`config.mk`:
```
export PLATFORM = sky130hd
export DESIGN_NAME = add_float64_sigs
export DESIGN_NICKNAME = d
export VERILOG_FILES = /design/src/rtl/add_float64_sigs.sv
export SDC_FILE = /design/constraint.sdc
export NUM_CORES = 2
export LEC_CHECK = 0
export ABC_AREA = 1
export BUFFER_PORTS_ARGS = -buffer_cell sky130_fd_sc_hd__clkbuf_2
export CAP_MARGIN = 20
export CORE_MARGIN = 2
export CORE_UTILIZATION = 29
export DETAILED_ROUTE_END_ITERATION = 8
export GPL_TIMING_DRIVEN = 0
export HOLD_SLACK_MARGIN = 0.12
export PLACE_DENSITY_LB_ADDON = 0.1
export SYNTH_ARGS = -nofsm -noshare
export SYNTH_HDL_FRONTEND = slang
export SYNTH_SLANG_ARGS = --single-unit
```
`constraint.sdc`:
```
create_clock -name ap_clk -period 7.24 [get_ports ap_clk]
set_input_delay 1.086 -clock ap_clk [delete_from_list [all_inputs] [get_ports ap_clk]]
set_output_delay 1.086 -clock ap_clk [all_outputs]
set_load 0.01 [all_outputs]
```
`src/rtl/add_float64_sigs.sv`:
```
// add_float64_sigs: same-sign binary64 magnitude add with sign zSign, ap_* block handshake.
// Five-stage fixed-latency datapath; rounding behaviour is locked by a 2-bit field of working_key.
module add_float64_sigs #(
    parameter int KEY_LSB = 4
) (
    input  logic        ap_clk,
    input  logic        ap_rst_n,
    input  logic        ap_start,
    output logic        ap_done,
    output logic        ap_idle,
    output logic        ap_ready,
    input  logic [63:0] a,
    input  logic [63:0] b,
    input  logic        zSign,
    output logic [63:0] ap_return,
    input  logic [63:0] working_key
);
    typedef enum logic [5:0] {
        S_IDLE   = 6'b000001,
        S_UNPACK = 6'b000010,
        S_ALIGN  = 6'b000100,
        S_ADD    = 6'b001000,
        S_ROUND  = 6'b010000,
        S_DONE   = 6'b100000
    } state_t;
    localparam logic [63:0] QUIET = 64'h0008_0000_0000_0000;
    state_t state;
    logic [63:0] ra, rb, spec_val;
    logic rs, spec;
    logic [10:0] ea, eb;
    logic [55:0] sa, sb, big, small_s, sig;
    logic [11:0] e;
    logic [1:0] k;
    logic unused_bits;
    logic [10:0] ua, ub, d;
    logic a_nan, b_nan, a_inf, b_inf, a_zero, b_zero, u_spec;
    logic [63:0] u_val;
    logic a_big, lost;
    logic [55:0] sm, sh, al_small;
    logic [56:0] sum;
    logic [55:0] ad_sig;
    logic inc;
    logic [53:0] rnd;
    logic [11:0] re;
    logic [63:0] res;
    assign k = working_key[KEY_LSB+1:KEY_LSB];
    assign unused_bits = ^{working_key[63:KEY_LSB+2], working_key[KEY_LSB-1:0], rnd[52]};
    assign ap_done = state == S_DONE;
    assign ap_ready = ap_done;
    assign ap_idle = (state == S_IDLE) && !ap_start;
    assign ua = ra[62:52];
    assign ub = rb[62:52];
    assign a_nan = &ua & |ra[51:0];
    assign b_nan = &ub & |rb[51:0];
    assign a_inf = &ua & ~|ra[51:0];
    assign b_inf = &ub & ~|rb[51:0];
    assign a_zero = ~|ua;
    assign b_zero = ~|ub;
    assign u_spec = a_nan | b_nan | a_inf | b_inf | a_zero | b_zero;
    assign u_val = a_nan ? (ra | QUIET) :
                   b_nan ? (rb | QUIET) :
                   (a_inf | b_inf) ? {rs, 11'h7FF, 52'd0} :
                   (a_zero & b_zero) ? {rs, 63'd0} :
                   a_zero ? {rs, rb[62:0]} : {rs, ra[62:0]};
    // Alignment: a shift of 56 or more loses the whole significand into sticky.
    assign a_big = ea >= eb;
    assign d = a_big ? ea - eb : eb - ea;
    assign sm = a_big ? sb : sa;
    assign sh = (d >= 11'd56) ? '0 : sm >> d;
    assign lost = (d >= 11'd56) ? |sm : ((sh << d) != sm);
    assign al_small = {sh[55:1], sh[0] | (lost & ~k[0])};
    assign sum = {1'b0, big} + {1'b0, small_s};
    assign ad_sig = sum[56] ? {sum[56:2], sum[1] | (sum[0] & ~k[0])} : sum[55:0];
    assign inc = sig[2] & (sig[3] | sig[1] | sig[0]) & k[1];
    assign rnd = {1'b0, sig[55:3]} + {53'd0, inc};
    assign re = e + {11'd0, rnd[53]};
    assign res = spec ? spec_val :
                 (re >= 12'd2047) ? {rs, 11'h7FF, 52'd0} : {rs, re[10:0], rnd[51:0]};
    always_ff @(posedge ap_clk or negedge ap_rst_n) begin
        if (!ap_rst_n) begin
            state <= S_IDLE;
            ra <= '0;
            rb <= '0;
            rs <= 1'b0;
            spec <= 1'b0;
            spec_val <= '0;
            ea <= '0;
            eb <= '0;
            sa <= '0;
            sb <= '0;
            big <= '0;
            small_s <= '0;
            sig <= '0;
            e <= '0;
            ap_return <= '0;
        end else begin
            unique case (state)
                S_IDLE: if (ap_start) begin
                    ra <= a;
                    rb <= b;
                    rs <= zSign;
                    state <= S_UNPACK;
                end
                S_UNPACK: begin
                    spec <= u_spec;
                    spec_val <= u_val;
                    ea <= ua;
                    eb <= ub;
                    sa <= {1'b1, ra[51:0], 3'b000};
                    sb <= {1'b1, rb[51:0], 3'b000};
                    state <= S_ALIGN;
                end
                S_ALIGN: begin
                    e <= {1'b0, a_big ? ea : eb};
                    big <= a_big ? sa : sb;
                    small_s <= al_small;
                    state <= S_ADD;
                end
                S_ADD: begin
                    sig <= ad_sig;
                    e <= e + {11'd0, sum[56]};
                    state <= S_ROUND;
                end
                S_ROUND: begin
                    ap_return <= res;
                    state <= S_DONE;
                end
                S_DONE: state <= S_IDLE;
                default: state <= S_IDLE;
            endcase
        end
    end
endmodule

```
==> run summary <==
status - completed
Clock Sinks - 568
FF-to-FF setup slack - 0.13 ns
Tmin final - 7.11 ns
first-pass GRT wire length - 316000 um
Post-route DRC - 0
Worst Path Arrival - 7.66 ns
most frequent cell after synthesis - nand2_1
die area - 0.134 mm^2
Mapped Nets - 5710
top routing layer used - met5
core outline area - 0.130 mm^2
top cells by count, synth - nand2_1, nand3_1, o21ai_0, dfrtp_1, inv_1
GPL Wtd Cong - 1.05
num rows - 132
Max clock buf depth - 3
Tot GR Track Use - 33.1%
Post-synth EDFFs - 0
initial antenna violation count - 18
Tightest Pin Transition - 1.27 ns
Detail Route met2 WL - 94100 um
H-tree depth - 3
vias in the first global route - 40.2k
vias per cell - 5.65
multi-input logic area - 0.0206 mm^2
NumNets Final - 6024
setup ws final - 0.130 ns
routed wire length on met3 - 20700 um
critical path launch point type - flop
asr flop ratio synth - 100%
TritonCTS Buffers - 66
drt wl/cell - 30.2 um
Post-CTS Setup Repair Bufs - 0
Die H - 366 um
worst stage delay on the critical path - 0.86 ns
WL met1 - 104000 um
Area contributors post-synth - dfrtp_1, nand2_1, nand3_1, o21ai_0, inv_1
pre-CTS setup slack - -0.719 ns
Worst-path clk slew - 0.06 ns
Fmax achieved - 0.141 GHz
chip width - 366 um
initial DRC count - 5582
Root Buffer - clkbuf_16
WP data required - 7.79 ns
dpl hpwl - 186000 um
CP max-delay cell - o21ai_1
gr ovfl total - 0
Hold Crit Class - in -> async
Yosys warning count - 0
RSZ-0062 raised after global routing - no
Reg area - 0.0142 mm^2
CTS tree - done
post-synthesis sequential area ratio - 37.4%
CP Capture Type - flop
Cell Area, Synth - 0.0380 mm^2
fin. max-slew vios - 0
Worst Skew - 0.0334 ns
maxcap violations - 0
top_reg_cell synth - dfrtp_1
setup violators final - 0
Initial Utilization - 29.3%
CP most frequent cell - nand2_1
flop and latch count out of synthesis - 568
Crit Path Class - reg -> reg
fraction of layout cells with a size suffix above 1 - 10.0%
Filler cells - 14.4k
Slew HR - 14.5%
pin count of the biggest net entering global routing - 104
count of input and output buffers - 200
Fin. Hold Viols - 0
Top-Level Pins - 263
Synth area leader - dfrtp_1
Yosys cell types - 67
via count - 42.6k
Yosys top cell area share - 37.4%
clk_lat worst skew - 0.68 ns
DRT Pass-1 Iters - 7
total wire length - 228000 um
Mean Syn Cell Area - 6.99 um^2
ANT nets after route - 0
worst-path maximum fanout - 10
Cells after Synth - 5431
part of the cycle the worst path needs - 98.2%
area grow syn2layout - 15.7%
==> path summary, 6_finish.rpt <==
kind	startpoint	end	cells after the start
max	ea[1]	small_s[0]	34
min	ap_rst_n	ap_return[17]	1
max reg2reg	ea[1]	small_s[0]	34
min reg2reg	ap_return[44]	ap_return[44]	2
max in group asynchronous	ap_rst_n	ra[26]	4
min in group ap_clk	ap_return[44]	ap_return[44]	2
==> logic make-up after synthesis <==
logic type	after synthesis	synth area share, %
and+or+nand+nor	2827	32.7
muxes	38	1.11
xor gates and xnor gates	77	1.82
adders and majority gates	83	2.79
DFF	568	37.4
AOI/OAI and AO/OA	1038	15.6
buffers and inverters	800	8.53
==> what timing repair did <==
action / CTS / global route
resized for setup: 0 / 16
setup endpoints to repair: 8 / 52
hold buffers: 0 / 0
==> metal layers <==
metal,up-vias,GRT usage (%)
met1,21100,48.2
met2,2034,47.8
met5,-,0
li1,19100,-
met4,10,10.8
met3,409,7.36
==> area by class of cell <==
class	instances	area share (%)
diodes	6	0.0342
plain buffers	339	3.43
clock buffers	90	4.21
clock inverters	27	0.888
inverters	460	3.93
multi-input cells	4063	46.8
flip-flops and latches	568	32.3
well taps	1742	4.96
repair buffers	247	3.39
==> metrics by stage <==
stage	instances	area, um^2	hold WS, ns	util, %	TNS (ns)
floorplan	5431	38000	0.448	-	0
global placement	7373	41200	0.463	31.7	-5286.14
global route	7536	43900	0.428	33.9	0
CTS	7535	43900	0.402	33.8	0
detailed placement	7419	41600	0.468	32.1	-18.89
finish	7542	43900	0.405	33.9	0
==> flip-flops by register name, indices dropped and copies added (netlist names) <==
| signal | flops |
|---|---|
| rs | 1 |
| sa | 52 |
| ea | 11 |
| sb | 53 |
| spec_val | 64 |
| rb | 64 |
| sig | 56 |
| big | 53 |
| small_s | 56 |
| ra | 64 |
| e | 12 |
| state | 6 |
| spec | 1 |
| eb | 11 |
| ap_return | 64 |
==> placed cells by master, fill, tap and decap left out, types with 9 or more instances in the layout <==
| cell type | instances |
|---|---|
| a21o_1 | 11 |
| a21oi_1 | 182 |
| a21oi_2 | 12 |
| a31oi_1 | 19 |
| buf_1 | 60 |
| buf_2 | 96 |
| buf_4 | 21 |
| buf_6 | 15 |
| clkbuf_1 | 191 |
| clkbuf_16 | 66 |
| clkbuf_2 | 202 |
| clkbuf_8 | 12 |
| clkinv_2 | 12 |
| dfrtp_1 | 567 |
| ha_1 | 80 |
| inv_1 | 445 |
| inv_2 | 10 |
| mux2_2 | 34 |
| nand2_1 | 1456 |
| nand3_1 | 902 |
| nand3_2 | 27 |
| nand4_1 | 98 |
| nor2_1 | 229 |
| nor3_1 | 41 |
| nor4_1 | 45 |
| o211ai_1 | 42 |
| o21ai_0 | 566 |
| o21ai_1 | 49 |
| o21ai_2 | 14 |
| o21bai_1 | 9 |
| o221ai_1 | 82 |
| o22ai_1 | 9 |
| xnor2_1 | 31 |
| xor2_1 | 44 |
==> critical path, delay by kind of cell (launching register included) <==
kind                     cells  cell delay, ns
flip-flops                   1            0.53
AO/OA/AOI/OAI                3            1.56
AND/OR/NAND/NOR             27            3.86
buffers and inverters        3            0.60
adder cells (fa/ha/maj)      1            0.41
Power is left out: the tool's default activity adds up to more than one toggle a clock period on the data nets, which glitch-free logic cannot reach.
